### config.mk
export PLATFORM = sky130hd
export DESIGN_NAME = store_narrow
export DESIGN_NICKNAME = d
export VERILOG_FILES = /design/src/rtl/store_narrow_pkg.sv /design/src/rtl/store_narrow_lane_merge.sv /design/src/rtl/store_narrow.sv
export SDC_FILE = /design/constraint.sdc
export NUM_CORES = 1
export LEC_CHECK = 0
export CAP_MARGIN = 20
export CORE_ASPECT_RATIO = 1.1
export CORE_UTILIZATION = 47
export DETAILED_ROUTE_END_ITERATION = 10
export GPL_TIMING_DRIVEN = 1
export PLACE_DENSITY = 0.92
export SLEW_MARGIN = 20
export SYNTH_ARGS = -nofsm -noshare
export SYNTH_HDL_FRONTEND = slang
export SYNTH_SLANG_ARGS = --single-unit
export TNS_END_PERCENT = 1
### constraint.sdc
create_clock -name Clk -period 4.2 [get_ports Clk]
set_input_delay 0.84 -clock Clk [delete_from_list [all_inputs] [get_ports Clk]]
set_output_delay 0.84 -clock Clk [all_outputs]
set_load 0.02 [all_outputs]
### src/rtl/store_narrow_pkg.sv
// Shared constants for store_narrow: size encodings, FSM state codes and
// datapath helpers.
package store_narrow_pkg;

    localparam int unsigned DATA_W = 32;

    localparam logic [1:0] SZ_BYTE = 2'b00;
    localparam logic [1:0] SZ_HALF = 2'b01;
    localparam logic [1:0] SZ_WORD = 2'b10;
    localparam logic [1:0] SZ_RSVD = 2'b11;

    localparam logic [2:0] ST_IDLE  = 3'd0;
    localparam logic [2:0] ST_READ  = 3'd1;
    localparam logic [2:0] ST_MERGE = 3'd2;
    localparam logic [2:0] ST_WRITE = 3'd3;
    localparam logic [2:0] ST_DONE  = 3'd4;

    function automatic logic [DATA_W-1:0] word_addr(input logic [DATA_W-1:0] a);
        return {a[DATA_W-1:2], 2'b00};
    endfunction

endpackage

### src/rtl/store_narrow_lane_merge.sv
// lane_merge: inserts the narrow store value into its lane of the read word
// and flags values that do not fit the store width.
module lane_merge
    import store_narrow_pkg::*;
(
    input  logic [1:0]  size,
    input  logic [1:0]  lane,
    input  logic [31:0] wr_data,
    input  logic [31:0] rd_data,
    input  logic        ori_signal,
    output logic [31:0] merged,
    output logic        trunc
);

    always_comb begin
        merged = rd_data;
        trunc  = 1'b0;
        case (size)
            SZ_BYTE: begin
                case (lane)
                    2'd0: merged[7:0]   = wr_data[7:0];
                    2'd1: merged[15:8]  = wr_data[7:0];
                    2'd2: merged[23:16] = wr_data[7:0];
                    2'd3: merged[31:24] = wr_data[7:0];
                    default: merged = rd_data;
                endcase
                trunc = ori_signal ? (wr_data[31:8] != '0)
                                   : (wr_data[31:8] != {24{wr_data[7]}});
            end
            SZ_HALF: begin
                if (lane[1])
                    merged[31:16] = wr_data[15:0];
                else
                    merged[15:0]  = wr_data[15:0];
                trunc = ori_signal ? (wr_data[31:16] != '0)
                                   : (wr_data[31:16] != {16{wr_data[15]}});
            end
            SZ_WORD: merged = wr_data;
            default: merged = rd_data;
        endcase
    end

endmodule

### src/rtl/store_narrow.sv
// store_narrow: read-modify-write FSM for byte/halfword/word stores.
// Optional misalignment trap enabled by defining STORE_ALIGN_CHECK_EN.
module store_narrow
    import store_narrow_pkg::*;
(
    input  logic        Clk,
    input  logic        Rst_n,
    input  logic        Start,
    input  logic [1:0]  Size,
    input  logic [31:0] Addr,
    input  logic [31:0] WrData,
    input  logic        OriSignal,
    output logic [31:0] MemAddr,
    output logic        MemRdEn,
    input  logic [31:0] MemRdData,
    output logic        MemWrEn,
    output logic [31:0] MemWrData,
    output logic        Busy,
    output logic        Done,
    output logic        Trunc,
    output logic        AlignErr
);

    logic [2:0]  state;
    logic [1:0]  size_q;
    logic [1:0]  lane_q;
    logic [31:0] data_q;
    logic        ori_q;
    logic [31:0] merged;
    logic        trunc_c;
    logic        misalign;
    logic        accept;

    assign accept = (state == ST_IDLE) && Start;

`ifdef STORE_ALIGN_CHECK_EN
    always_comb begin
        misalign = ((Size == SZ_HALF) && Addr[0]) ||
                   ((Size == SZ_WORD) && (Addr[1:0] != 2'b00));
    end

    // Set at acceptance; a misaligned request enters DONE on that same edge.
    always_ff @(posedge Clk or negedge Rst_n) begin
        if (!Rst_n)
            AlignErr <= 1'b0;
        else if (accept)
            AlignErr <= misalign;
    end
`else
    assign misalign = 1'b0;
    assign AlignErr = 1'b0;
`endif

    lane_merge u_lane_merge (
        .size       (size_q),
        .lane       (lane_q),
        .wr_data    (data_q),
        .rd_data    (MemRdData),
        .ori_signal (ori_q),
        .merged     (merged),
        .trunc      (trunc_c)
    );

    always_ff @(posedge Clk or negedge Rst_n) begin
        if (!Rst_n) begin
            state     <= ST_IDLE;
            size_q    <= '0;
            lane_q    <= '0;
            data_q    <= '0;
            ori_q     <= 1'b0;
            MemAddr   <= '0;
            MemRdEn   <= 1'b0;
            MemWrEn   <= 1'b0;
            MemWrData <= '0;
            Busy      <= 1'b0;
            Done      <= 1'b0;
            Trunc     <= 1'b0;
        end else begin
            MemRdEn <= 1'b0;
            MemWrEn <= 1'b0;
            Done    <= 1'b0;
            case (state)
                ST_IDLE: begin
                    if (accept) begin
                        size_q  <= Size;
                        lane_q  <= Addr[1:0];
                        data_q  <= WrData;
                        ori_q   <= OriSignal;
                        MemAddr <= word_addr(Addr);
                        Trunc   <= 1'b0;
                        Busy    <= 1'b1;
                        if ((Size == SZ_RSVD) || misalign) begin
                            state <= ST_DONE;
                            Done  <= 1'b1;
                        end else if (Size == SZ_WORD) begin
                            state     <= ST_WRITE;
                            MemWrEn   <= 1'b1;
                            MemWrData <= WrData;
                        end else begin
                            state   <= ST_READ;
                            MemRdEn <= 1'b1;
                        end
                    end
                end
                ST_READ: state <= ST_MERGE;
                ST_MERGE: begin
                    // Memory data arrives one cycle after MemRdEn.
                    state     <= ST_WRITE;
                    MemWrEn   <= 1'b1;
                    MemWrData <= merged;
                end
                ST_WRITE: begin
                    state <= ST_DONE;
                    Done  <= 1'b1;
                    Trunc <= trunc_c;
                end
                ST_DONE: begin
                    state <= ST_IDLE;
                    Busy  <= 1'b0;
                end
                default: begin
                    state <= ST_IDLE;
                    Busy  <= 1'b0;
                end
            endcase
        end
    end

endmodule

==> out/metrics.yaml <==
status: "completed"
cts_root_buffer: "sky130_fd_sc_hd__clkbuf_16"
cp-end-kind: "flop"
port-buffer-count: 168
clock_insertion_delay_worst_skew_ns: 0.35
syn-mean-instance-area_sq_um: 11.8
ys_types: 45
worstHoldPathType: "in2async"
p_leak_nw: 2.90
die_y_microns: 113
post_synth_xor_area_fraction: 0
swShare: 0.405
power.internal_mw: 3.58
final.setup.tns_ns: 0
via_density: 5.97
drv.max_cap_violation_count: 0
layout-area-overhead-vs-synth_pct: 40.0
power.share.clock: 0.150
route.final.wire_length_microns: 14700
synth_compound_gate_area_share: 0.161
post_cts.repair.setup_buffers: 0
timing.clock.skew_ns: 0.00662
worstPathArrival_ns: 2.84
detailroute.via_count: 4457
tritoncts.num_buffers: 9
yosys_warnings: 0
maximum_ir_drop_on_the_vdd_rail_mv: 0.374
dominant_combinational_cell_family_by_area_after_synthesis: "multiplexers"
clk_transition_reported_paths_ns: 0.07
layout_cell_area_excl_fill_sq_mm: 0.00730
synth.yosys.seq_area_share: 0.513
synth_top_area_frac: 0.513
timing.final.crit_share: 0.629
most_frequent_standard_cell_in_the_layout_excluding_fill_and_tap_cells: "sky130_fd_sc_hd__clkdlybuf4s50_1"
clockBufferDepth: 2
mostFrequentLayoutCells: "sky130_fd_sc_hd__clkdlybuf4s50_1 (167), sky130_fd_sc_hd__dfrtp_1 (107), sky130_fd_sc_hd__mux2_2 (80), sky130_fd_sc_hd__o21ai_0 (30)"
drtPass1Iterations: 8
seq_power_share: 0.358
hold_ws_ns: 0.274
drtIter0Drc: 486
switching_component_of_the_power_mw: 2.44
comb_power_share: 0.492
critPathMaxFanout: 33
grt_util_all_layers: 0.268
num_io_pins: 172
path_class: "in2reg"
grt_remaining_overflow: 0
synth_ff_type: "sky130_fd_sc_hd__dfrtp_1"
path_cells: "clkdlybuf4s50_1 > nand2b_4 > nor4b_4 > buf_4 > mux2_2 > nand2_1 > o21ai_0"
cts_tree: "done"
netlist_area_sq_mm: 0.00522
adder_and_majority_gate_portion_of_the_synthesized_area: 0
clock_tree.htree_level_count: 3
report.power.total_mw: 6.03
cp_data_required_time_ns: 4.39
finalHoldViolCount: 0
most_utilized_layer_in_the_global_route_result: "met2"
finalNetCount: 701
place.detailed.hpwl_microns: 10600
area_contributors_post_synth: "sky130_fd_sc_hd__dfrtp_1 (51%), sky130_fd_sc_hd__mux2_2 (17%), sky130_fd_sc_hd__o21ai_0 (2.9%)"
grtUsageMet1: 0.354
post-route-min-period_ns: 2.64
drt-wirelength-per-cell_microns: 19.7
fmaxAchievable_mhz: 379
grt_start_max_net_pins: 68
post_dp_cell_area_sq_mm: 0.00698
rows: 39
post-route-util: 0.690
crit_slowest_cell: "sky130_fd_sc_hd__clkdlybuf4s50_1"
grt_setup_unrepaired: "no"
synthArstFlopShare: 1.00
grt_pass1_wl_microns: 23500
worst-slew-pin-transition_ns: 0.846
route.antenna.remaining_nets: 0
ffs_latches_synth: 107
synth_edf_count: 0
post_synth_mux_area_share: 0.204
starting_density: 0.493
synth-simple-area-share: 0.0865
met2_usage: 0.421
setup_viol: 0
number_of_global_route_vias_before_repair: 4513
slew_headroom: 0.435
post_cts_resize_count: 0
synth_top_cell_by_area: "sky130_fd_sc_hd__dfrtp_1"
fp.coreArea_sq_mm: 0.0106
cts_sinks: 107
post_synth_inst_count: 444
num_antenna_cells: 0
critical_path.max_stage_delay_ns: 0.57
overall_die_area_sq_mm: 0.0115
final-max-slew-violation-count: 0
worst_setup_path_start_kind: "input pin"
drive_above_1_share: 0.179
grt_antenna_before_repair: 0
cts_hold_buffers: 0
detail_route.drc_violations: 0
gp_congestion: 0.908
die_width_microns: 102
power_per_cell_area_mw_per_mm2: 825
global_route.usage.met3: 0.0448
cell families (layout without fill, tap and decap cells):
group,Yosys count,after routing
other cells,1,3
simple gates,83,83
compound gates,123,123
mux,95,95
flops,107,107
buf+inv,35,193
final cells by class:
type	instances	area (sq um)
fillers	741	3280
well taps	143	179
clock inverters	7	100
clock buffers	9	225
inverters	2	7.51
multi-input cells	304	2370
repair buffers	175	1740
flip-flops and latches	107	2680
power by group through the flow:
stage	clock (mW)	sequential (mW)	combinational, mW
6_report	0.905	2.15	2.97
3_3_place_gp	0	2.11	2.85
4_1_cts	0.918	2.13	2.97
2_1_floorplan	0	2.30	1.57
5_1_grt	0.963	2.22	3.19
3_5_place_dp	0	2.14	2.94
synthesized netlist by cell type, drive strengths merged (2+ instances only):
library cell and count:
a22oi 3, o22ai 8, a221o 5, nand2 25, or4 2, nor3 4, buf 21, a221oi 3
mux2 80, and2 4, o21bai 2, nor2b 7, nand4 6, a22o 3, o21ai 31, nand2b 11
dfrtp 107, mux2i 14, a222oi 13, inv 2, o31ai 8, a21oi 25, nor2 12, a211oi 7
a21o 2, nand3 3, a211o 8, nor4 5, clkbuf 12
state kept, by name (all words and copies together) (netlist names):
name	cells
MemRdEn	1
Done	1
MemAddr	30
Busy	1
state	3
data_q	32
MemWrEn	1
MemWrData	32
ori_q	1
size_q	2
Trunc	1
lane_q	2
metrics by stage:
stage / std cells / setup slack [ns]
5_1_grt: 747 / 1.47
3_3_place_gp: 731 / 1.32
2_1_floorplan: 446 / 2.13
3_5_place_dp: 731 / 1.24
4_1_cts: 747 / 1.60
6_report: 747 / 1.56
worst max-delay path: cells and delay by family:
kind	cells	cell delay, ns
buffers and inverters	2	1.05
AND/OR/NAND/NOR	3	0.43
AO/OA/AOI/OAI	1	0.10
multiplexers	1	0.40
per-layer routing:
layer  up-vias  routed length (microns)
met1      2144                     5710
li1       2000                        -
met5         -                        0
met2       252                     7160
met4         0                      663
met3        61                     1180
path summary, 6_finish.rpt:
kind	endpoint	from	cells past startpoint	slack (ns)
worst min-delay path	MemAddr[5]$_DFFE_PN0P_	Rst_n	1	0.27
min in group Clk	MemWrData[21]$_DFFE_PN0P_	MemWrData[21]$_DFFE_PN0P_	2	0.48
worst max register to register	MemWrData[20]$_DFFE_PN0P_	state[2]$_DFFE_PN0P_	6	1.90
worst min register to register	MemWrData[21]$_DFFE_PN0P_	MemWrData[21]$_DFFE_PN0P_	2	0.48
max in group asynchronous	size_q[1]$_DFFE_PN0P_	Rst_n	2	3.02
worst max-delay path	MemWrData[9]$_DFFE_PN0P_	Start	7	1.56
No activity file was read; power rests on OpenSTA's default activity.
